$ cat config.mk
export PLATFORM = sky130hd
export DESIGN_NAME = regs_dump_reader
export DESIGN_NICKNAME = d
export VERILOG_FILES = /design/src/rtl/regs_dump_reader.sv
export SDC_FILE = /design/constraint.sdc
export NUM_CORES = 1
export LEC_CHECK = 0
export BUFFER_PORTS_ARGS = -buffer_cell sky130_fd_sc_hd__clkbuf_2
export CORE_ASPECT_RATIO = 0.7
export CORE_MARGIN = 3
export CORE_UTILIZATION = 49
export CTS_CLUSTER_DIAMETER = 40
export DETAILED_ROUTE_END_ITERATION = 7
export PLACE_DENSITY = 0.77
export SLEW_MARGIN = 20
export SYNTH_ARGS = -nofsm -noshare
export SYNTH_HDL_FRONTEND = slang
export SYNTH_SLANG_ARGS = --single-unit
$ cat constraint.sdc
create_clock -name clk -period 2.7 [get_ports clk]
set_clock_uncertainty 0.1 [all_clocks]
set_input_delay 0 -clock clk [delete_from_list [all_inputs] [get_ports clk]]
set_output_delay 0 -clock clk [all_outputs]
set_load 0.02 [all_outputs]
$ cat src/rtl/regs_dump_reader.sv
// -----------------------------------------------------------------------------
// regs_dump_reader
//   Read-side sequencer for the pMIPS 32 x n register file. A start pulse in
//   IDLE sweeps the regs read port (Raddr -> Rdata) from FIRST_REG to LAST_REG.
//   Each word is presented on a valid/ready stream tagged with its register
//   number, for scan-out through the debug serialiser. The module never drives
//   the regs write port.
//
//   Optional feature macro: DUMP_CHECKSUM_EN
//     When defined, a running XOR of every dumped word is appended as one extra
//     beat (dout_addr = 0, dout_last = 1) after the LAST_REG beat.
//
// Parameters
//   n          data width, matches regs n
//   FIRST_REG  first register dumped (0..31)
//   LAST_REG   last register dumped (FIRST_REG..31)
//
// Ports
//   clk         in   system clock, rising edge
//   nReset      in   asynchronous active-low reset
//   start       in   1-cycle dump request, honoured only in IDLE
//   Raddr       out  regs read address (Raddr1)
//   Rdata       in   regs read data (Rdata1), combinational from Raddr
//   dout        out  stream data
//   dout_addr   out  register number of dout
//   dout_valid  out  stream valid
//   dout_ready  in   stream ready
//   dout_last   out  final beat of the dump
//   busy        out  dump in progress
//   done        out  1-cycle pulse after the final beat handshakes
// -----------------------------------------------------------------------------
module regs_dump_reader #(
  parameter int n         = 8,
  parameter int FIRST_REG = 0,
  parameter int LAST_REG  = 31
) (
  input  logic         clk,
  input  logic         nReset,
  input  logic         start,
  output logic [4:0]   Raddr,
  input  logic [n-1:0] Rdata,
  output logic [n-1:0] dout,
  output logic [4:0]   dout_addr,
  output logic         dout_valid,
  input  logic         dout_ready,
  output logic         dout_last,
  output logic         busy,
  output logic         done
);

  // An inverted or out-of-file register range cannot produce a sensible dump.
  if ((FIRST_REG < 0) || (LAST_REG > 31) || (FIRST_REG > LAST_REG)) begin : g_bad_range
    $error("regs_dump_reader: FIRST_REG/LAST_REG must satisfy 0 <= FIRST_REG <= LAST_REG <= 31");
  end

  localparam logic [4:0] FIRST_A = FIRST_REG[4:0];
  localparam logic [4:0] LAST_A  = LAST_REG[4:0];

  typedef enum logic [2:0] {
    S_IDLE  = 3'd0,
    S_FETCH = 3'd1,
    S_SEND  = 3'd2,
    S_DONE  = 3'd3
`ifdef DUMP_CHECKSUM_EN
    ,
    S_CSUM  = 3'd4
`endif
  } state_t;

  state_t       state_q, state_d;
  logic [4:0]   raddr_q, raddr_d;
  logic [n-1:0] dout_q, dout_d;
  logic [4:0]   addr_q, addr_d;
  logic         valid_q, valid_d;
  logic         last_q, last_d;
  logic         busy_q, busy_d;
  logic         done_q, done_d;

`ifdef DUMP_CHECKSUM_EN
  logic [n-1:0] csum_q, csum_d;

  // One step of the running XOR checksum over dumped words.
  function automatic logic [n-1:0] csum_fold(input logic [n-1:0] acc,
                                             input logic [n-1:0] word);
    return acc ^ word;
  endfunction
`endif

  // State and output registers; every output is driven straight from a flop.
  always_ff @(posedge clk or negedge nReset) begin
    if (!nReset) begin
      state_q <= S_IDLE;
      raddr_q <= 5'd0;
      dout_q  <= {n{1'b0}};
      addr_q  <= 5'd0;
      valid_q <= 1'b0;
      last_q  <= 1'b0;
      busy_q  <= 1'b0;
      done_q  <= 1'b0;
`ifdef DUMP_CHECKSUM_EN
      csum_q  <= {n{1'b0}};
`endif
    end else begin
      state_q <= state_d;
      raddr_q <= raddr_d;
      dout_q  <= dout_d;
      addr_q  <= addr_d;
      valid_q <= valid_d;
      last_q  <= last_d;
      busy_q  <= busy_d;
      done_q  <= done_d;
`ifdef DUMP_CHECKSUM_EN
      csum_q  <= csum_d;
`endif
    end
  end

  // Next-state and next-output logic of the dump sequencer.
  always_comb begin
    state_d = state_q;
    raddr_d = raddr_q;
    dout_d  = dout_q;
    addr_d  = addr_q;
    valid_d = valid_q;
    last_d  = last_q;
    busy_d  = busy_q;
    done_d  = 1'b0;
`ifdef DUMP_CHECKSUM_EN
    csum_d  = csum_q;
`endif

    case (state_q)
      S_IDLE: begin
        if (start) begin
          raddr_d = FIRST_A;
          busy_d  = 1'b1;
`ifdef DUMP_CHECKSUM_EN
          csum_d  = {n{1'b0}};
`endif
          state_d = S_FETCH;
        end else begin
          state_d = S_IDLE;
        end
      end

      // Raddr has been stable for a full cycle, so Rdata is settled. Capturing
      // it here also isolates the beat from later writes to the register.
      S_FETCH: begin
        dout_d  = Rdata;
        addr_d  = raddr_q;
        valid_d = 1'b1;
`ifdef DUMP_CHECKSUM_EN
        last_d  = 1'b0;
        csum_d  = csum_fold(csum_q, Rdata);
`else
        last_d  = (raddr_q == LAST_A);
`endif
        state_d = S_SEND;
      end

      // Beat held unchanged until the consumer accepts it.
      S_SEND: begin
        if (valid_q && dout_ready) begin
          valid_d = 1'b0;
          if (raddr_q == LAST_A) begin
`ifdef DUMP_CHECKSUM_EN
            // Trailer beat goes out immediately, with no fetch cycle.
            dout_d  = csum_q;
            addr_d  = 5'd0;
            last_d  = 1'b1;
            valid_d = 1'b1;
            state_d = S_CSUM;
`else
            last_d  = 1'b0;
            done_d  = 1'b1;
            state_d = S_DONE;
`endif
          end else begin
            raddr_d = raddr_q + 5'd1;
            state_d = S_FETCH;
          end
        end else begin
          state_d = S_SEND;
        end
      end

`ifdef DUMP_CHECKSUM_EN
      S_CSUM: begin
        if (valid_q && dout_ready) begin
          valid_d = 1'b0;
          last_d  = 1'b0;
          done_d  = 1'b1;
          state_d = S_DONE;
        end else begin
          state_d = S_CSUM;
        end
      end
`endif

      // done is high during this single cycle; a start seen here is dropped.
      S_DONE: begin
        busy_d  = 1'b0;
        state_d = S_IDLE;
      end

      default: begin
        valid_d = 1'b0;
        last_d  = 1'b0;
        busy_d  = 1'b0;
        state_d = S_IDLE;
      end
    endcase
  end

  assign Raddr      = raddr_q;
  assign dout       = dout_q;
  assign dout_addr  = addr_q;
  assign dout_valid = valid_q;
  assign dout_last  = last_q;
  assign busy       = busy_q;
  assign done       = done_q;

endmodule

# After elaboration in Yosys (flattened, before gate mapping)
# Index checks and enable logic that the tools add are counted.
# totals
reg_bits,25
input_bits,12
out_inout_bits,22
word_cells,46
# classes
add_sub_neg,1
eq_ne,8
mux,18
n_bitwise,2
reduce_logical,9
# ops
op,count
$mux W5,3
$pmux W5 S2,1
$pmux W3 S3,1
$mux W1,8
$ne A2 B2 Y1 const B,4
$eq A3 B2 Y1 const B,2
$pmux W1 S3,2
$add A5 B1 Y5 const B,1
$eq A5 B5 Y1 const B,1
$reduce_and A2 Y1,2
$reduce_and A4 Y1,1
$reduce_or A2 Y1,2
$eq A3 B1 Y1 const B,1
$logic_not A3 Y1,1
$mux W3,1
$reduce_and A3 Y1,1
$mux W2,1
$not A1 Y1,2
$pmux W1 S2,1
$reduce_bool A2 Y1,1
$logic_and A1 B1 Y1,1

# Logic depth before layout (Yosys ltp)
# Gate-level depths: netlist of run 1.
# logic_depth
depth_word,4
depth_mapped,6
depth_no_buf,6

# Worst setup path before layout of run 1
# No wires, ideal clock.
# synth_path
path_kind,register -> register
from,"register raddr_q[0], in the netlist Raddr[0]"
to,"register raddr_q[0], in the netlist Raddr[0]"
setup_time_ns,0.125
t_arrival_ns,1.890
t_required_ns,2.475
path_slack_ns,0.585
stages_incl_launch_ff,7
n_path_buf,0
synth_period_minus_slack_ns,2.115
cell_sequence,dfrtp_1 > ha_1 > and3_1 > ha_1 > nand3b_4 > a211o_1 > mux2_4
# synth_between
elab_chain_cells,4
word_cells_on_any_way,7
cone_classes,add/sub (1); eq/ne (2); mux (3); reduce/logical (1)
# synth_rtl
item,line_no,source
"start, declared",71,"logic [4:0] raddr_q, raddr_d;"
"start signal, assigned",105,raddr_q <= raddr_d;
$add A5 B1 Y5,179,raddr_d = raddr_q + 5'd1;
$mux W5,165,if (raddr_q == LAST_A) begin
$mux W5,163,if (valid_q && dout_ready) begin
$pmux W5 S2,132,case (state_q)
# Parallel ways exist; a longest one is shown, timed or not. The select of a mux whose other input is x is not followed.
# A chain may end at the register's enable or synchronous reset.

# Worst setup path after layout of run 1
# layout_path
from,"register raddr_q[0], in the netlist Raddr[0]"
to,"register raddr_q[1], in the netlist Raddr[1]"
# Same word-level chain as after synthesis.

==> summary.md, run 1 <==
| Metric | Value |
|---|---|
| Status | `finished clean` |
| Reg-to-Reg End | `Raddr[1]` |
| Tmin final | `2.16 ns` |
| Worst-path fanout max | `5` |
| Depth of the CTS H-tree | `1` |
| CTS sink count | `24` |
| CTS Buf Count | `3` |
| Max Freq | `463 MHz` |
| Setup tns final | `0 ns` |
| Drt total wl | `2150 um` |
| Pwr per Cell Area | `944 nW/um^2` |
| R2R Setup Slk | `0.54 ns` |
| Crit. End Element | `register` |
| Final non-filler cell total | `160` |
| WL/cell | `13.4 um` |
| Starting density of the core | `0.550` |
| GP Congestion | `0.785` |
| Slew HR | `0.555` |
| Final setup viols | `0` |
| Initial antenna violation count | `0` |
| DRT iter0 DRCs | `18` |
| Cell mode on critical path | `ha_1` |
| Total Power | `1.36 mW` |
| Clk root buf | `clkbuf_4` |
| Io pins | `34` |
| Min-Delay Path Class | `input pin to asynchronous set/reset pin` |
| YS warnings | `0` |
| Placed Area | `1290 sq um` |
| Design Area, Final | `1440 sq um` |
| Clock Path Buffers | `2` |
| Hold WS | `0.100 ns` |
| Leak | `0.750 nW` |
| Nets | `150` |
| Vias | `810` |
| Slowest CP cell | `dfrtp_1` |
| Post-Syn Instances | `83` |
| Detailed placement HPWL | `1580 um` |
| Std-Cell Rows | `13` |
| First-pass GRT wire length | `3710 um` |
| Die Ht | `45.5 um` |
| DRC | `0` |
| Net Count, Synth | `102` |
| Vias in the first global route | `836` |
| Post CTS Setup Buffer Count | `0` |
| R2R cell count | `6` |
| Placed insts | `144` |
| Worst-margin pin slew | `0.667 ns` |
| Crit path kind | `register to register` |
| Sequential share of the synthesized area | `0.550` |
| Tcrit/Tclk final | `0.800` |
| Clk Latency, worst-skew pair | `0.31 ns` |
| CTS resizes | `0` |
| Number of port buffers | `33` |
| Largest net degree at the start of global routing | `25` |
| Crit path DAT | `2.27 ns` |
| Crit path from | `Raddr[0]` |
| Critical path cell sequence | `ha_1 -> and3_1 -> ha_1 -> nand3b_4 -> a211o_1 -> a22o_2` |
| Area of the die | `2840 sq um` |
| Worst stage delay on the critical path | `0.45 ns` |
| FF+latch count, synth | `24` |
| GR Overflow Total | `0` |
| Worst EP required | `2.81 ns` |
| Post-DR vias/cell | `5.06` |
| R2R Path Start | `Raddr[0]` |
| Ratio of cells with drive above 1 in the final layout | `0.438` |
| ANT nets after route | `0` |
| Dpl ws | `0.561 ns` |
| Die X | `62.4 um` |
| Cell variety after synth | `26` |
| RSZ-0062 raised after global routing | `no` |
| Placeable Area | `1980 sq um` |
| Max Cap Viol | `0` |
| Synthesized area per cell | `13.2 sq um` |
| Critical Path Sink | `Raddr[1]` |
| CTS tree | `built` |
| Final Util | `0.727` |
| Critical Path Source Type | `register` |
| Post-CTS Hold Buffers | `12` |
| Final WS setup | `0.541 ns` |
| Max Slew Vio Count | `0` |
| DRT Pass-1 Iters | `3` |
| Area delta synth->final | `32.1%` |
| Clock transition at path regs | `0.12 ns` |
| Synth Cell Area | `1090 sq um` |
| Antenna Cells | `0` |
| Endpoints failing hold | `0` |
| Peak supply drop | `0.455 mV` |
| Global-route usage over all layers | `0.170` |
flip-flops by register name, indices dropped and copies added (netlist names):
name	count
busy	1
dout	8
dout_last	1
Raddr	5
state_q	2
dout_addr	5
done	1
dout_valid	1
per-layer routing:
layer	GRT usage	up-vias	wire, um
met4	0.0439	0	0
met1	0.210	391	950
li1	-	394	-
met3	0.0543	0	130
met2	0.299	25	1070
met5	0	-	0
critical path: cells and delay by family (launching register included):
family,cells,cell delay [ns]
compound gates,2,0.64
fa+ha+maj,2,0.48
flops,1,0.45
simple gates,2,0.37
worst min path at each step:
stage | endpoint | slack, ns | cells after the start
floorplan | Raddr[0] | -0.40 | 0
global placement | dout_valid | -0.08 | 1
detailed placement | dout[7] | -0.07 | 1
CTS | state_q[0] | 0.11 | 2
global route | done | 0.14 | 2
finish | done | 0.10 | 2
final cells by class:
| class | instances | area (sq um) |
|---|---|---|
| Sequential cell | 24 | 601 |
| Fill cell | 159 | 542 |
| Multi-Input combinational cell | 51 | 460 |
| Timing Repair Buffer | 45 | 285 |
| Tap cell | 30 | 37.5 |
| Clock buffer | 4 | 36.3 |
| Inverter | 6 | 22.5 |
report_power, final:
group	internal, mW	switching, mW
logic	0.279	0.351
clock network	0.0823	0.100
registers	0.468	0.0812
cells by family (layout without fill, tap and decap cells):
logic type | count (synthesis) | count (layout) | share of synthesized area
compound gates | 13 | 13 | 0.0905
mux | 15 | 15 | 0.157
fa+ha+maj | 7 | 7 | 0.0802
simple gates | 16 | 16 | 0.0939
buf+inv | 8 | 55 | 0.0286
flops | 24 | 24 | 0.550
Yosys cell counts:
cell type,count,area share
dfrtp_1,24,0.55
or2b_1,1,0.0069
nand3_1,3,0.014
nor2b_1,2,0.011
nor3_1,1,0.0046
a31oi_1,1,0.0057
o22a_2,2,0.018
mux2_4,1,0.014
nand3b_4,1,0.018
nor2_1,2,0.0069
nor4_1,1,0.0057
inv_1,6,0.021
nor4b_1,1,0.0080
mux2_2,13,0.13
o22a_1,1,0.0080
a211o_1,1,0.0080
a21oi_1,2,0.0092
and3_1,2,0.011
ha_1,7,0.080
a22o_2,2,0.018
clkbuf_1,1,0.0034
nand2_1,2,0.0069
o21ai_0,3,0.014
mux2i_1,1,0.0092
buf_2,1,0.0046
a21bo_2,1,0.0092
layout by cell type (no fill, tap or decap), types with 3 or more instances in the layout:
cell type	count
clkbuf_4	3
clkbuf_2	33
inv_1	6
nand3_1	3
o21ai_0	3
dfrtp_1	24
dlygate4sd3_1	12
mux2_2	13
ha_1	7
(Power assumes the default switching activity.)
==> run 2: changes to the inputs <==
--- a/config.mk
+++ b/config.mk
@@ -5,13 +5,14 @@
 export SDC_FILE = /design/constraint.sdc
 export NUM_CORES = 1
 export LEC_CHECK = 0
+export ABC_AREA = 1
 export BUFFER_PORTS_ARGS = -buffer_cell sky130_fd_sc_hd__clkbuf_2
 export CORE_ASPECT_RATIO = 0.7
 export CORE_MARGIN = 3
-export CORE_UTILIZATION = 49
+export CORE_UTILIZATION = 45
 export CTS_CLUSTER_DIAMETER = 40
 export DETAILED_ROUTE_END_ITERATION = 7
-export PLACE_DENSITY = 0.77
+export PLACE_DENSITY = 0.74
 export SLEW_MARGIN = 20
 export SYNTH_ARGS = -nofsm -noshare
 export SYNTH_HDL_FRONTEND = slang
==> constraint.sdc (replaced) <==
create_clock -name clk -period 1.8 [get_ports clk]
set_clock_uncertainty 0.1 [all_clocks]
set_input_delay 0 -clock clk [delete_from_list [all_inputs] [get_ports clk]]
set_output_delay 0 -clock clk [all_outputs]
set_load 0.02 [all_outputs]
==> run 2 against run 1 <==
Utilization shrank 5.9 points. Synthesized area grew 3.6%. First-iteration DRC count grew 78%. Critical path type unchanged. Critical endpoint is now Raddr[2]. Largest power group unchanged.
==> summary.md, run 2 <==
| Metric | Value |
|---|---|
| Depth of the CTS H-tree | `1 (unchanged)` |
| First-pass GRT wire length | `3640 um (-1.9%)` |
| Number of port buffers | `33 (unchanged)` |
| Post-Syn Instances | `107 (+29%)` |
| Placed Area | `1330 sq um (+3.3%)` |
| Peak supply drop | `0.854 mV (+87%)` |
| Synth Cell Area | `1130 sq um (+3.6%)` |
| Io pins | `34 (unchanged)` |
| Std-Cell Rows | `14 (+1)` |
| Critical Path Source Type | `register` |
| Vias in the first global route | `824 (-1.4%)` |
| Endpoints failing hold | `0 (unchanged)` |
| Pwr per Cell Area | `1490 nW/um^2 (+58%)` |
| CTS sink count | `24 (unchanged)` |
| Commonest non-fill, non-tap cell in the layout | `clkbuf_2` |
| Synthesized area per cell | `10.6 sq um (-20%)` |
| DR top layer | `met4` |
| Initial antenna violation count | `0 (unchanged)` |
| Met3 wire length | `160 um (+23%)` |
| Total Power | `2.25 mW (+65%)` |
| Worst EP required | `1.91 ns (-0.90 ns)` |
| Worst-margin pin slew | `0.583 ns (-0.0838 ns)` |
| Min-Delay Path Class | `input pin to asynchronous set/reset pin` |
| Post-DR vias/cell | `4.76 (-5.9%)` |
| GR Overflow Total | `0 (unchanged)` |
| Global-route usage over all layers | `0.155 (-0.0155)` |
| Crit path kind | `register to register` |
| Vias | `900 (+11%)` |
| Ratio of cells with drive above 1 in the final layout | `0.382 (-0.0563)` |
| Area delta synth->final | `33.4%` |
| Slew HR | `0.611 (+0.0558)` |
| Multi-input logic area | `469 sq um (+1.9%)` |
| Yosys top cell area share | `0.531 (-0.0189)` |
| Nets | `177 (+18%)` |
| FFs w/ async S/R, synth | `1.00 (unchanged)` |
| Cell taking the most area after synthesis | `dfrtp_1` |
| Clock transition at path regs | `0.13 ns (about the same)` |
| Met1 WL | `1100 um (+16%)` |
| Dpl ws | `0.0942 ns (-0.467 ns)` |
| DRT iter0 DRCs | `32 (+14)` |
| DRC | `0 (unchanged)` |
| Final WS setup | `0.129 ns (-0.412 ns)` |
| Die X | `65.9 um (+5.6%)` |
| Placeable Area | `2260 sq um (+14%)` |
| Max Slew Vio Count | `0 (unchanged)` |
| Synth area leaders | `dfrtp_1 53%, nand2_1 8.3%, ha_1 7.7%` |
| DR WL met2 | `1070 um (+0.28%)` |
| Worst-path fanout max | `4 (-1)` |
| Top post-synthesis cells by count | `25 x nand2_1, 24 x dfrtp_1, 9 x inv_1` |
| ANT nets after route | `0 (unchanged)` |
| Detailed placement HPWL | `1650 um (+4.5%)` |
| Tmin final | `1.67 ns (-0.488 ns)` |
| Tcrit/Tclk final | `0.928 (+0.129)` |
| FF+latch count, synth | `24 (unchanged)` |
| Status | `finished clean` |
| Commonest cells after routing, fill and taps aside | `33 x clkbuf_2, 24 x dfrtp_1, 24 x nand2_1` |
| Area of the die | `3160 sq um (+11%)` |
| WL/cell | `12.4 um (-7.8%)` |
| Clk root buf | `clkbuf_4` |
| Clk Latency, worst-skew pair | `0.32 ns (about the same)` |
| YS warnings | `0 (unchanged)` |
| GP Congestion | `0.796 (+1.4%)` |
| Final setup viols | `0 (unchanged)` |
| Leak | `0.819 nW (+9.1%)` |
| DRT Pass-1 Iters | `4 (+1)` |
| CTS Buf Count | `3 (unchanged)` |
| Cell variety after synth | `19 (-27%)` |
| Max Cap Viol | `0 (unchanged)` |
| Design Area, Final | `1510 sq um (+4.6%)` |
| Post-synth EDFFs | `0 (unchanged)` |
| Clock Path Buffers | `2 (unchanged)` |
| Starting density of the core | `0.501 (-0.0499)` |
| Crit. End Element | `register` |
| Drt total wl | `2340 um (+8.9%)` |
| Antenna Cells | `0 (unchanged)` |
| Sequential share of the synthesized area | `0.531 (-0.0189)` |
| Max reg flops | `8 (unchanged)` |
| Max Freq | `599 MHz (+29%)` |
| Largest net degree at the start of global routing | `25 (unchanged)` |
| Top-count cell post-synth | `nand2_1` |
| Most used DFF post-synth | `dfrtp_1` |
| Net Count, Synth | `126 (+24%)` |
| Crit path DAT | `1.78 ns (-0.49 ns)` |
| Register area | `601 sq um (unchanged)` |
| Fillcell total | `157 (-1.3%)` |
| CTS tree | `built` |
| Die Ht | `47.9 um (+5.4%)` |
==> run 2: worst max-delay path, stage by stage (launching register included) <==
cell and delay [ns]:
dfrtp_1 0.41, ha_1 0.22, nand2_1 0.10, nor2_1 0.07
ha_1 0.22, nand2_2 0.10, nand2_4 0.07, nor2_4 0.14
inv_2 0.07, nand2_1 0.05, nand2_1 0.05
==> run 2: per-stage QoR <==
| stage | TNS (ns) | utilization | cells | hold slack [ns] |
|---|---|---|---|---|
| after floorplan | 0 | - | 107 | -0.396 |
| after global placement | 0 | 0.588 | 172 | -0.0715 |
| after CTS | 0 | 0.660 | 187 | 0.0997 |
| after detailed placement | 0 | 0.588 | 172 | -0.0709 |
| after global routing | -0.0261 | 0.668 | 189 | 0.126 |
| final | 0 | 0.668 | 189 | 0.0922 |
==> run 2: logic make-up after synthesis <==
logic type | synth area share
simple gates | 0.166
mux | 0.123
buf+inv | 0.0564
flops | 0.531
fa+ha+maj | 0.0774
compound gates | 0.0465
==> run 2: worst paths after layout <==
check | slack (ns) | end | depth (start not counted) | startpoint
worst min-delay path | 0.09 | dout[7] | 2 | nReset
worst max register to register | 0.13 | Raddr[2] | 10 | Raddr[0]
max in group asynchronous | 1.11 | Raddr[2] | 2 | nReset
min in group clk | 0.34 | dout[2] | 3 | Rdata[2]
worst max-delay path | 0.13 | Raddr[2] | 10 | Raddr[0]
worst min register to register | 0.40 | dout_last | 2 | dout_last
==> run 2: area by class of cell <==
class | count | share of cell area
multi-input cells | 70 | 0.311
clock buffers | 3 | 0.0149
repair buffers | 48 | 0.202
flip-flops and latches | 24 | 0.398
clock inverters | 1 | 0.0199
inverters | 11 | 0.0274
well taps | 32 | 0.0265
==> run 2: routing by layer <==
metal,global-route usage,vias to the layer above
met5,0,-
met4,0.0207,0
met3,0.0704,2
met2,0.253,29
met1,0.197,425
li1,-,444
==> run 2: timing repair <==
action,4_1_cts,5_1_grt
hold endpoints to repair,36,0
setup endpoints to repair,0,5
buffers inserted,0,2
hold buffers,11,0
gates resized for setup,0,1
==> run 2: report_power, final <==
part / leakage [nW] / switching, mW / internal (mW)
clock: 0.0279 / 0.156 / 0.225
combinational: 0.482 / 0.633 / 0.435
sequential: 0.308 / 0.0974 / 0.704
total: 0.819 / 0.887 / 1.36
